--- src/rtl/cache_pkg.sv ---
// Shared cache encodings and geometry, reused by the data and instruction caches.
package cache_pkg;
  localparam int WORDS_PER_LINE = 4;
  localparam int OFFSET_W       = $clog2(WORDS_PER_LINE);
  localparam int BLOCK_W        = WORDS_PER_LINE * 32;
  localparam int MEM_ADDR_W     = 28;

  localparam logic [2:0] F3_LB  = 3'b000;
  localparam logic [2:0] F3_LH  = 3'b001;
  localparam logic [2:0] F3_LW  = 3'b010;
  localparam logic [2:0] F3_LBU = 3'b100;
  localparam logic [2:0] F3_LHU = 3'b101;

  localparam logic [1:0] ST_SB = 2'b00;
  localparam logic [1:0] ST_SH = 2'b01;
  localparam logic [1:0] ST_SW = 2'b10;

  typedef enum logic [1:0] {
    IDLE       = 2'd0,
    WRITE_BACK = 2'd1,
    ALLOCATE   = 2'd2,
    UPDATE     = 2'd3
  } cache_state_t;
endpackage

--- src/rtl/data_cache_controller_if.sv ---
// Memory-side block bus between the data cache (master) and backing memory (slave).
interface data_cache_controller_if;
  logic                            MEM_READ;
  logic                            MEM_WRITE;
  logic [cache_pkg::MEM_ADDR_W-1:0] MEM_ADDRESS;
  logic [cache_pkg::BLOCK_W-1:0]    MEM_WRITE_DATA;
  logic [cache_pkg::BLOCK_W-1:0]    MEM_READ_DATA;
  logic                            MEM_BUSY_WAIT;

  modport master (output MEM_READ, MEM_WRITE, MEM_ADDRESS, MEM_WRITE_DATA,
                  input  MEM_READ_DATA, MEM_BUSY_WAIT);
  modport slave  (input  MEM_READ, MEM_WRITE, MEM_ADDRESS, MEM_WRITE_DATA,
                  output MEM_READ_DATA, MEM_BUSY_WAIT);
endinterface

--- src/rtl/data_cache_align.sv ---
// Load extraction (sign/zero extend) and store byte-lane merge for one cache block.
module data_cache_align
  import cache_pkg::*;
(
  input  logic [BLOCK_W-1:0]  block,
  input  logic [OFFSET_W-1:0] word_sel,
  input  logic [1:0]          lane,
  input  logic [2:0]          funct3,
  input  logic [1:0]          store_type,
  input  logic [31:0]         wdata,
  output logic [31:0]         rdata,
  output logic [BLOCK_W-1:0]  merged
);
  logic [31:0] word;
  logic [31:0] new_word;
  logic [7:0]  byte_v;
  logic [15:0] half_v;

  always_comb begin
    word   = block[{word_sel, 5'b0} +: 32];
    byte_v = word[{lane, 3'b0} +: 8];
    half_v = word[{lane[1], 4'b0} +: 16];

    case (funct3)
      F3_LB:   rdata = {{24{byte_v[7]}}, byte_v};
      F3_LH:   rdata = {{16{half_v[15]}}, half_v};
      F3_LW:   rdata = word;
      F3_LBU:  rdata = {24'b0, byte_v};
      F3_LHU:  rdata = {16'b0, half_v};
      default: rdata = '0;
    endcase

    new_word = word;
    case (store_type)
      ST_SB:   new_word[{lane, 3'b0} +: 8]     = wdata[7:0];
      ST_SH:   new_word[{lane[1], 4'b0} +: 16] = wdata[15:0];
      ST_SW:   new_word = wdata;
      default: new_word = word;
    endcase

    merged = block;
    merged[{word_sel, 5'b0} +: 32] = new_word;
  end
endmodule

--- src/rtl/data_cache_controller.sv ---
// Direct-mapped, write-back, write-allocate data cache with a 4-word line.
//
// state      | meaning
// IDLE       | serve hits combinationally; detect miss and pick victim path
// WRITE_BACK | push dirty victim block to memory
// ALLOCATE   | fetch requested block from memory
// UPDATE     | install fetched block, then the held request hits in IDLE
module data_cache_controller
  import cache_pkg::*;
#(
  parameter int NUM_LINES = 8
) (
  input  logic        CLK,
  input  logic        RESET,
  input  logic [3:0]  memReadEn,
  input  logic [2:0]  memWriteEn,
  input  logic [31:0] ADDRESS,
  input  logic [31:0] WRITE_DATA,
  output logic [31:0] READ_DATA,
  output logic        BUSY_WAIT,
  data_cache_controller_if.master mem
);
  localparam int IDX_W = $clog2(NUM_LINES);
  localparam int TAG_W = MEM_ADDR_W - IDX_W;

  cache_state_t state, state_nxt;

  logic [NUM_LINES-1:0] valid_q;
  logic [NUM_LINES-1:0] dirty_q;
  logic [TAG_W-1:0]     tag_q  [NUM_LINES];
  logic [BLOCK_W-1:0]   data_q [NUM_LINES];
  logic [BLOCK_W-1:0]   fill_q;

  logic [OFFSET_W-1:0] offset;
  logic [IDX_W-1:0]    idx;
  logic [TAG_W-1:0]    tag;
  logic                store_req, load_req, req, hit;
  logic [31:0]         load_word;
  logic [BLOCK_W-1:0]  merged;

  assign offset    = ADDRESS[3:2];
  assign idx       = ADDRESS[4 +: IDX_W];
  assign tag       = ADDRESS[31 -: TAG_W];
  // Simultaneous load and store enables resolve to a store.
  assign store_req = memWriteEn[2];
  assign load_req  = memReadEn[3] & ~store_req;
  assign req       = load_req | store_req;
  assign hit       = (state == IDLE) & req & valid_q[idx] & (tag_q[idx] == tag);
  assign READ_DATA = (hit & load_req) ? load_word : '0;
  assign BUSY_WAIT = (req & ~hit) | (state != IDLE);

  data_cache_align u_align (
    .block      (data_q[idx]),
    .word_sel   (offset),
    .lane       (ADDRESS[1:0]),
    .funct3     (memReadEn[2:0]),
    .store_type (memWriteEn[1:0]),
    .wdata      (WRITE_DATA),
    .rdata      (load_word),
    .merged     (merged)
  );

  always_comb begin
    state_nxt          = state;
    mem.MEM_READ       = 1'b0;
    mem.MEM_WRITE      = 1'b0;
    mem.MEM_ADDRESS    = '0;
    mem.MEM_WRITE_DATA = '0;
    case (state)
      IDLE: begin
        if (req && !hit)
          state_nxt = (valid_q[idx] && dirty_q[idx]) ? WRITE_BACK : ALLOCATE;
      end
      WRITE_BACK: begin
        mem.MEM_WRITE      = 1'b1;
        mem.MEM_ADDRESS    = {tag_q[idx], idx};
        mem.MEM_WRITE_DATA = data_q[idx];
        if (!mem.MEM_BUSY_WAIT) state_nxt = ALLOCATE;
      end
      ALLOCATE: begin
        mem.MEM_READ    = 1'b1;
        mem.MEM_ADDRESS = ADDRESS[31:4];
        if (!mem.MEM_BUSY_WAIT) state_nxt = UPDATE;
      end
      UPDATE:  state_nxt = IDLE;
      default: state_nxt = IDLE;
    endcase
  end

  always_ff @(posedge CLK) begin
    if (RESET) begin
      state   <= IDLE;
      valid_q <= '0;
      dirty_q <= '0;
    end else begin
      state <= state_nxt;
      if (state == UPDATE) begin
        valid_q[idx] <= 1'b1;
        dirty_q[idx] <= 1'b0;
      end else if (hit && store_req) begin
        dirty_q[idx] <= 1'b1;
      end
    end
  end

  // Tag and data arrays need no reset; the valid bits qualify them.
  always_ff @(posedge CLK) begin
    if (state == ALLOCATE && !mem.MEM_BUSY_WAIT) fill_q <= mem.MEM_READ_DATA;
    if (!RESET) begin
      if (state == UPDATE) begin
        data_q[idx] <= fill_q;
        tag_q[idx]  <= tag;
      end else if (hit && store_req) begin
        data_q[idx] <= merged;
      end
    end
  end
endmodule

--- src/flat_wrapper.sv ---
// flat-port wrapper written by rule: the top's interface ports become plain ports
module data_cache_controller_flat import cache_pkg::*;
#(
  parameter int NUM_LINES = 8
)
  (CLK, RESET, memReadEn, memWriteEn, ADDRESS, WRITE_DATA, READ_DATA, BUSY_WAIT, mem_MEM_READ, mem_MEM_WRITE, mem_MEM_ADDRESS, mem_MEM_WRITE_DATA, mem_MEM_READ_DATA, mem_MEM_BUSY_WAIT);
  data_cache_controller_if mem_i ();
  input  logic CLK;
  input  logic RESET;
  input  logic [3:0] memReadEn;
  input  logic [2:0] memWriteEn;
  input  logic [31:0] ADDRESS;
  input  logic [31:0] WRITE_DATA;
  output logic [31:0] READ_DATA;
  output logic BUSY_WAIT;
  output wire logic [$bits(mem_i.MEM_READ)-1:0] mem_MEM_READ;
  output wire logic [$bits(mem_i.MEM_WRITE)-1:0] mem_MEM_WRITE;
  output wire logic [$bits(mem_i.MEM_ADDRESS)-1:0] mem_MEM_ADDRESS;
  output wire logic [$bits(mem_i.MEM_WRITE_DATA)-1:0] mem_MEM_WRITE_DATA;
  input wire logic [$bits(mem_i.MEM_READ_DATA)-1:0] mem_MEM_READ_DATA;
  input wire logic [$bits(mem_i.MEM_BUSY_WAIT)-1:0] mem_MEM_BUSY_WAIT;
  assign mem_MEM_READ = mem_i.MEM_READ;
  assign mem_MEM_WRITE = mem_i.MEM_WRITE;
  assign mem_MEM_ADDRESS = mem_i.MEM_ADDRESS;
  assign mem_MEM_WRITE_DATA = mem_i.MEM_WRITE_DATA;
  assign mem_i.MEM_READ_DATA = mem_MEM_READ_DATA;
  assign mem_i.MEM_BUSY_WAIT = mem_MEM_BUSY_WAIT;
  data_cache_controller #(.NUM_LINES(NUM_LINES)) u_core (.CLK(CLK), .RESET(RESET), .memReadEn(memReadEn), .memWriteEn(memWriteEn), .ADDRESS(ADDRESS), .WRITE_DATA(WRITE_DATA), .READ_DATA(READ_DATA), .BUSY_WAIT(BUSY_WAIT), .mem(mem_i));
endmodule
--- config.mk ---
export PLATFORM = sky130hd
export DESIGN_NAME = data_cache_controller_flat
export DESIGN_NICKNAME = d
export VERILOG_FILES = /design/src/rtl/cache_pkg.sv /design/src/rtl/data_cache_controller_if.sv /design/src/rtl/data_cache_align.sv /design/src/rtl/data_cache_controller.sv /design/src/flat_wrapper.sv
export SDC_FILE = /design/constraint.sdc
export NUM_CORES = 2
export LEC_CHECK = 0
export BUFFER_PORTS_ARGS = -buffer_cell sky130_fd_sc_hd__buf_2
export CORE_UTILIZATION = 40
export DETAILED_ROUTE_END_ITERATION = 6
export GPL_ROUTABILITY_DRIVEN = 0
export PLACE_DENSITY = 0.57
export SLEW_MARGIN = 20
export SYNTH_ARGS = -nofsm -noshare
export SYNTH_HDL_FRONTEND = slang
export SYNTH_HIERARCHICAL = 1
export SYNTH_SLANG_ARGS = --single-unit
--- constraint.sdc ---
create_clock -name CLK -period 43.9 [get_ports CLK]
set_input_delay 2.195 -clock CLK [delete_from_list [all_inputs] [get_ports CLK]]
set_output_delay 2.195 -clock CLK [all_outputs]
set_load 0.05 [all_outputs]
# Word-level counts from Yosys, hierarchy flattened
# Memories as Yosys holds them, arrays and structs flattened.
# Cells that the tools add are included.
totals:
  regBits: 146
  ramBits: 1224
  in_bits: 202
  word_cells: 92
  n_memories: 2
mem_list:
  columns: ["memory", "words", "width", "read_ports", "rd_clocked_by_memory_dff", "wr", "line_no", "source"]
  rows:
  - ["u_core.data_q", 8, 128, 1, 0, 1, "data_cache_controller.sv:31", "logic [BLOCK_W-1:0] data_q [NUM_LINES];"]
  - ["u_core.tag_q", 8, 25, 1, 0, 1, "data_cache_controller.sv:30", "logic [TAG_W-1:0] tag_q [NUM_LINES];"]
op_classes:
  n_addsub: 3
  n_lt_le_gt_ge: 2
  eq_ne: 13
  shifts: 9
  mux: 31
  bitwise_logic: 15
  reduce_logical: 13
ops:
  columns: ["cell", "n"]
  rows:
  - ["128-bit 2-to-1 mux", 2]
  - ["32-bit case mux with 5 select lines", 1]
  - ["128-bit bitwise mux", 1]
  - ["32-bit by 9-bit variable shift with 128-bit output (first input constant)", 1]
  - ["128-bit by 8-bit indexed part select with 32-bit output", 1]
  - ["32-bit by 9-bit indexed part select with 128-bit output", 1]
  - ["32-bit case mux with 3 select lines", 1]
  - ["32-bit bitwise mux", 2]
  - ["28-bit case mux with 2 select lines", 1]
  - ["32-bit 2-to-1 mux", 1]
  - ["16-bit by 7-bit variable shift with 32-bit output (first input constant)", 1]
  - ["8-bit by 7-bit variable shift with 32-bit output (first input constant)", 1]
  - ["16-bit by 7-bit indexed part select with 32-bit output", 1]
  - ["32-bit by 6-bit indexed part select with 16-bit output", 1]
  - ["32-bit by 6-bit indexed part select with 8-bit output", 1]
  - ["8-bit by 7-bit indexed part select with 32-bit output", 1]
  - ["25-bit == test", 1]
  - ["8-bit 2-to-1 mux", 2]
  - ["8-bit OR", 2]
  - ["5-bit negation with 7-bit output", 2]
  - ["1-bit 2-to-1 mux", 12]
  - ["7-bit negation with 9-bit output", 1]
  - ["8-bit AND", 1]
  - ["2-bit 2-to-1 mux", 4]
  - ["other kinds (21)", 43]

# Logic depth before layout (Yosys ltp)
logic_depth:
  word_depth: 12
  depth_mapped: 17
  depth_no_buf: 11

# Modules after synthesis
# Netlist, hierarchy kept.
modules_own_cells:
  columns: ["mod", "instances", "cells_per_inst", "area_each_um2"]
  rows:
  - ["data_cache_controller", 1, 2902, 52793.1]
  - ["data_cache_align", 1, 648, 4853.4]

# Worst setup path after synthesis
# OpenSTA, ideal clock, no wires.
synth_timing:
  kind: "input -> register"
  from: "in ADDRESS[6]"
  to: "mem u_core/data_q[3][0] in the netlist's numbering, enable pin"
  setup_ps: 929
  t_arrival_ps: 16444
  path_slack_ps: 26526
  stages: 10
  path_cell_list: "buf_2 > buf_2 > mux2_2 > o22ai_1 > nor3_1 > nand4b_1 > or4b_1 > nor4_4 > a21oi_1 > nor4_1"
synth_between:
  elab_chain_cells: 10
  word_cells_on_any_way: 12
synth_rtl:
  columns: ["item", "line_no", "source"]
  rows:
  - ["start, declared", "flat_wrapper.sv:12", "input logic [31:0] ADDRESS;"]
  - ["branches (longest 10 deep; another with memory read 8 x 25 bit)", null, null]
  - ["end, declared", "data_cache_controller.sv:31", null]
# Several ways; the timed one is not identified. The select of a mux whose other input is x is not followed.

# Final worst setup path
layout_timing:
  from: "in ADDRESS[5]"
  to: "out READ_DATA[9]"
layout_between:
  word_cells_on_any_way: 13
layout_lines:
  columns: ["item", "line_no", "source"]
  rows:
  - ["memory read 8 x 128 bit *", null, null]
  - ["128-bit by 8-bit indexed part select with 32-bit output *", "data_cache_align.sv:20", "word = block[{word_sel, 5'b0} +: 32];"]
  - ["32-bit by 6-bit indexed part select with 16-bit output or 32-bit by 6-bit indexed part select with 8-bit output (tied branches)", "data_cache_align.sv:22, data_cache_align.sv:21", null]
  - ["32-bit case mux with 5 select lines *", "data_cache_align.sv:24", "case (funct3)"]
  - ["net u_core.load_word[9]", "data_cache_controller.sv:38", "logic [31:0] load_word;"]
  - ["32-bit 2-to-1 mux *", "data_cache_controller.sv:49", "assign READ_DATA = (hit & load_req) ? load_word : '0;"]
  - ["end, declared", "flat_wrapper.sv:14", "output logic [31:0] READ_DATA;"]
# The timed path passes the listed nets; every way through them passes the cells marked *. The select of a mux whose other input is x is not followed.

==> flow_summary_export.csv <==
group,metric,value,unit
clocking,postCtsHoldBufs,0,
timing,period_needed,9.66,ns
final_layout,stdcell_count,5935,
setup_path,crit_required,41.70,ns
setup_path,cp-start-kind,"input pin",
die,die_w,382,µm
synth,synth_area_per_cell,16.2,µm²
synth,synth-seq-cells,1370,
setup_path,path_max_fanout,55,
timing,min_period_over_period,22.0,%
setup_path,crit_arrival,7.46,ns
synth,yosysWarnings,6,
job,drv_cap,0,
power,powerDensity,47.9,nW/µm²
synth,synthesis.area,57600,µm²
power,clockPowerShare,37.5,%
setup_path,r2r_cells,12,
synth,synth_cells,3550,
timing,slew_viol_final,0,
final_layout,ff_latch_area,41000,µm²
setup_path,critPathBufInv,7,
clocking,htreeDepth,4,
clocking,cts.clk_slew.worst_paths,0.06,ns
timing,setup_viol,0,
drt,ant_nets,0,
drt,routed_wl,196000,µm
global_routing,grtUsageMet2,39.0,%
final_layout,fin_area,66300,µm²
final_layout,fin_util,46.6,%
final_layout,num-nets-final,4133,
global_routing,use_met1,36.6,%
timing,max_freq,104,MHz
drt,post_drt_wl_per_cell,33.0,µm
timing,fin_skew,0.0498,ns
setup_path,reg2reg_slack,38.07,ns
timing,final_hold_viol_count,0,
die,placementRows,138,
clocking,cts-root-buf,"clkbuf_16",
synth,synth-edff-count,1352,
hold_path,hp-class,"register to register",
setup_path,slowest_stage,"buf_4",
setup_path,timing.critical_path.depth,17,
timing,fin_setup_tns,0,ns
global_routing,grt_antenna_before_repair,31,
clocking,cts.sinks,1370,
setup_path,cp-end-kind,"output pin",
synth,ys_seq_area_share,71.1,%
global_routing,grt_usage,26.2,%
clocking,cts_buffer_depth,3,
power,ir_worst_vdd,0.0372,mV
global_routing,grt-busiest-layer,"met2",
clocking,cts-resized-gates,0,
timing,whs,0.452,ns
global_routing,grt_pass1_wl,271000,µm
timing,max_slew_margin,13.0,%
global_routing,grt_max_degree,129,
power,p_switching,0.875,mW
placed_design,placed_cells,5659,
clocking,post_cts_buffers,0,
power,p_seq_share,47.9,%
power,p_comb_share,14.6,%
power,internal-power,2.30,mW
die,ioPinCount,393,
power,switching_share,27.5,%
die,die_area,146000,µm²
drt,vias,37000,
drt,vias_per_cell,6.23,
setup_path,crit_chain,"buf_2, buf_4, buf_4, nor3_2, buf_4, buf_4, a22o_1, a221oi_1, nand3_1, mux4_1, mux2_4, nor2_4, a2111oi_4, buf_6, a221o_1, and2_1, buf_2",
setup_path,cp_slowest_stage_delay,0.80,ns
final_layout,drive_above_1_share,23.6,%
power,p_leak,22.9,nW
die,die_y,382,µm
setup_path,cp_top_family,"buffers and inverters",
clocking,tritoncts,"yes",
global_routing,met3_usage,7.20,%
final_layout,multi_input_area,15400,µm²
final_layout,layout-area-overhead-vs-synth,15.0,%
die,core,142000,µm²
setup_path,path_class,"input pin to output pin",
die,start_util,40.5,%
final_layout,layout_common_cells,"1352 x edfxtp_1, 389 x buf_2, 325 x a22oi_1",
clocking,clk_latency,0.80,ns
placed_design,io_buffers,392,
synth,synth_nets,3766,
clocking,cts_buffers,145,
drt,drtIter0Drc,4579,
timing,tightest_slew,1.31,ns
drt,post-route-drc-count,0,
hold_path,hold_depth,1,
setup_path,cp_common_cell,"buf_4",
synth,synth-async-reset-ratio,0,%
global_routing,grt_pass1_vias,34300,
timing,rsz0062_at_grt,"false",
global_routing,grt_overflow,0,
final_layout,final.fill_count,12400,
synth,synth_cell_type_count,75,
placed_design,post-dp-hpwl,117000,µm
placed_design,post_dp_cell_area,61700,µm²
drt,drt_first_pass_iters,6,
final_layout,final_common_cell,"edfxtp_1",
synth,synthFlopType,"edfxtp_1",
status,status,"finished, final reports clean",
==> Yosys cell counts, types with 21 or more instances <==
cell	n	area, µm²
clkbuf_1	166	623
nor2_1	68	255
inv_1	82	308
a32oi_1	23	201
o21ai_0	29	145
mux2i_1	75	751
a31oi_1	75	469
a22oi_1	325	2440
o22ai_1	72	450
a221o_1	77	771
nand2_1	128	480
a22o_1	89	780
nor3_1	27	135
a21oi_1	58	290
nand3_1	73	365
nand4_1	48	300
buf_2	21	105
mux2_4	119	1790
edfxtp_1	1352	40600
mux2_2	56	631
nor2b_1	87	544
mux4_2	59	1330
buf_6	25	282
buf_1	21	78.8
and2_1	102	638
a221oi_1	79	692
==> power by group through the flow <==
stage | logic, mW | clock network (mW) | registers (mW)
floorplan | 0.285 | 0 | 1.54
global placement | 0.453 | 0 | 1.55
detailed placement | 0.455 | 0 | 1.55
CTS | 0.457 | 1.21 | 1.52
global route | 0.480 | 1.26 | 1.52
finish | 0.463 | 1.19 | 1.52
==> logic make-up after synthesis <==
group	share of synthesized area, %
adder cells (fa/ha/maj)	0.304
buffers and inverters	2.59
AND/OR/NAND/NOR	5.40
multiplexers	7.97
flip-flops	71.1
XOR/XNOR	0.182
AO/OA/AOI/OAI	12.5
==> cell type report <==
| type | instances | share of cell area [%] |
|---|---|---|
| inverters | 86 | 0.491 |
| diodes | 11 | 0.0415 |
| clock buffers | 181 | 5.71 |
| flip-flops and latches | 1370 | 61.8 |
| clock inverters | 83 | 1.22 |
| repair buffers | 464 | 4.04 |
| well taps | 1890 | 3.57 |
| multi-input cells | 1850 | 23.2 |
==> state kept, by name (all words and copies together), names as in the netlist, named ones only <==
name,flops
u_core/state,2
u_core/fill_q,128
u_core/data_q,1024
u_core/tag_q,200
u_core/valid_q,8
==> final timing paths <==
check | startpoint | endpoint
min reg2reg | u_core/valid_q[6] | u_core/valid_q[6]
max reg2reg | u_core/tag_q[3][11] | u_core/data_q[5][35]
max | ADDRESS[5] | READ_DATA[9]
min | u_core/valid_q[6] | u_core/valid_q[6]
==> routing by layer <==
metal	up-vias	part of all wire [%]
met5	-	0.076
met4	24	3.9
met3	376	12
met2	2381	44
met1	18900	40
li1	15300	-
==> per-stage QoR <==
step	worst slack [ns]	power, mW
after detailed placement	34.03	2.01
after floorplan	26.53	1.83
after global placement	34.13	2.00
after global routing	34.01	3.26
final	34.24	3.18
after CTS	34.03	3.19
Note: power is estimated with default switching activity, not from simulation.
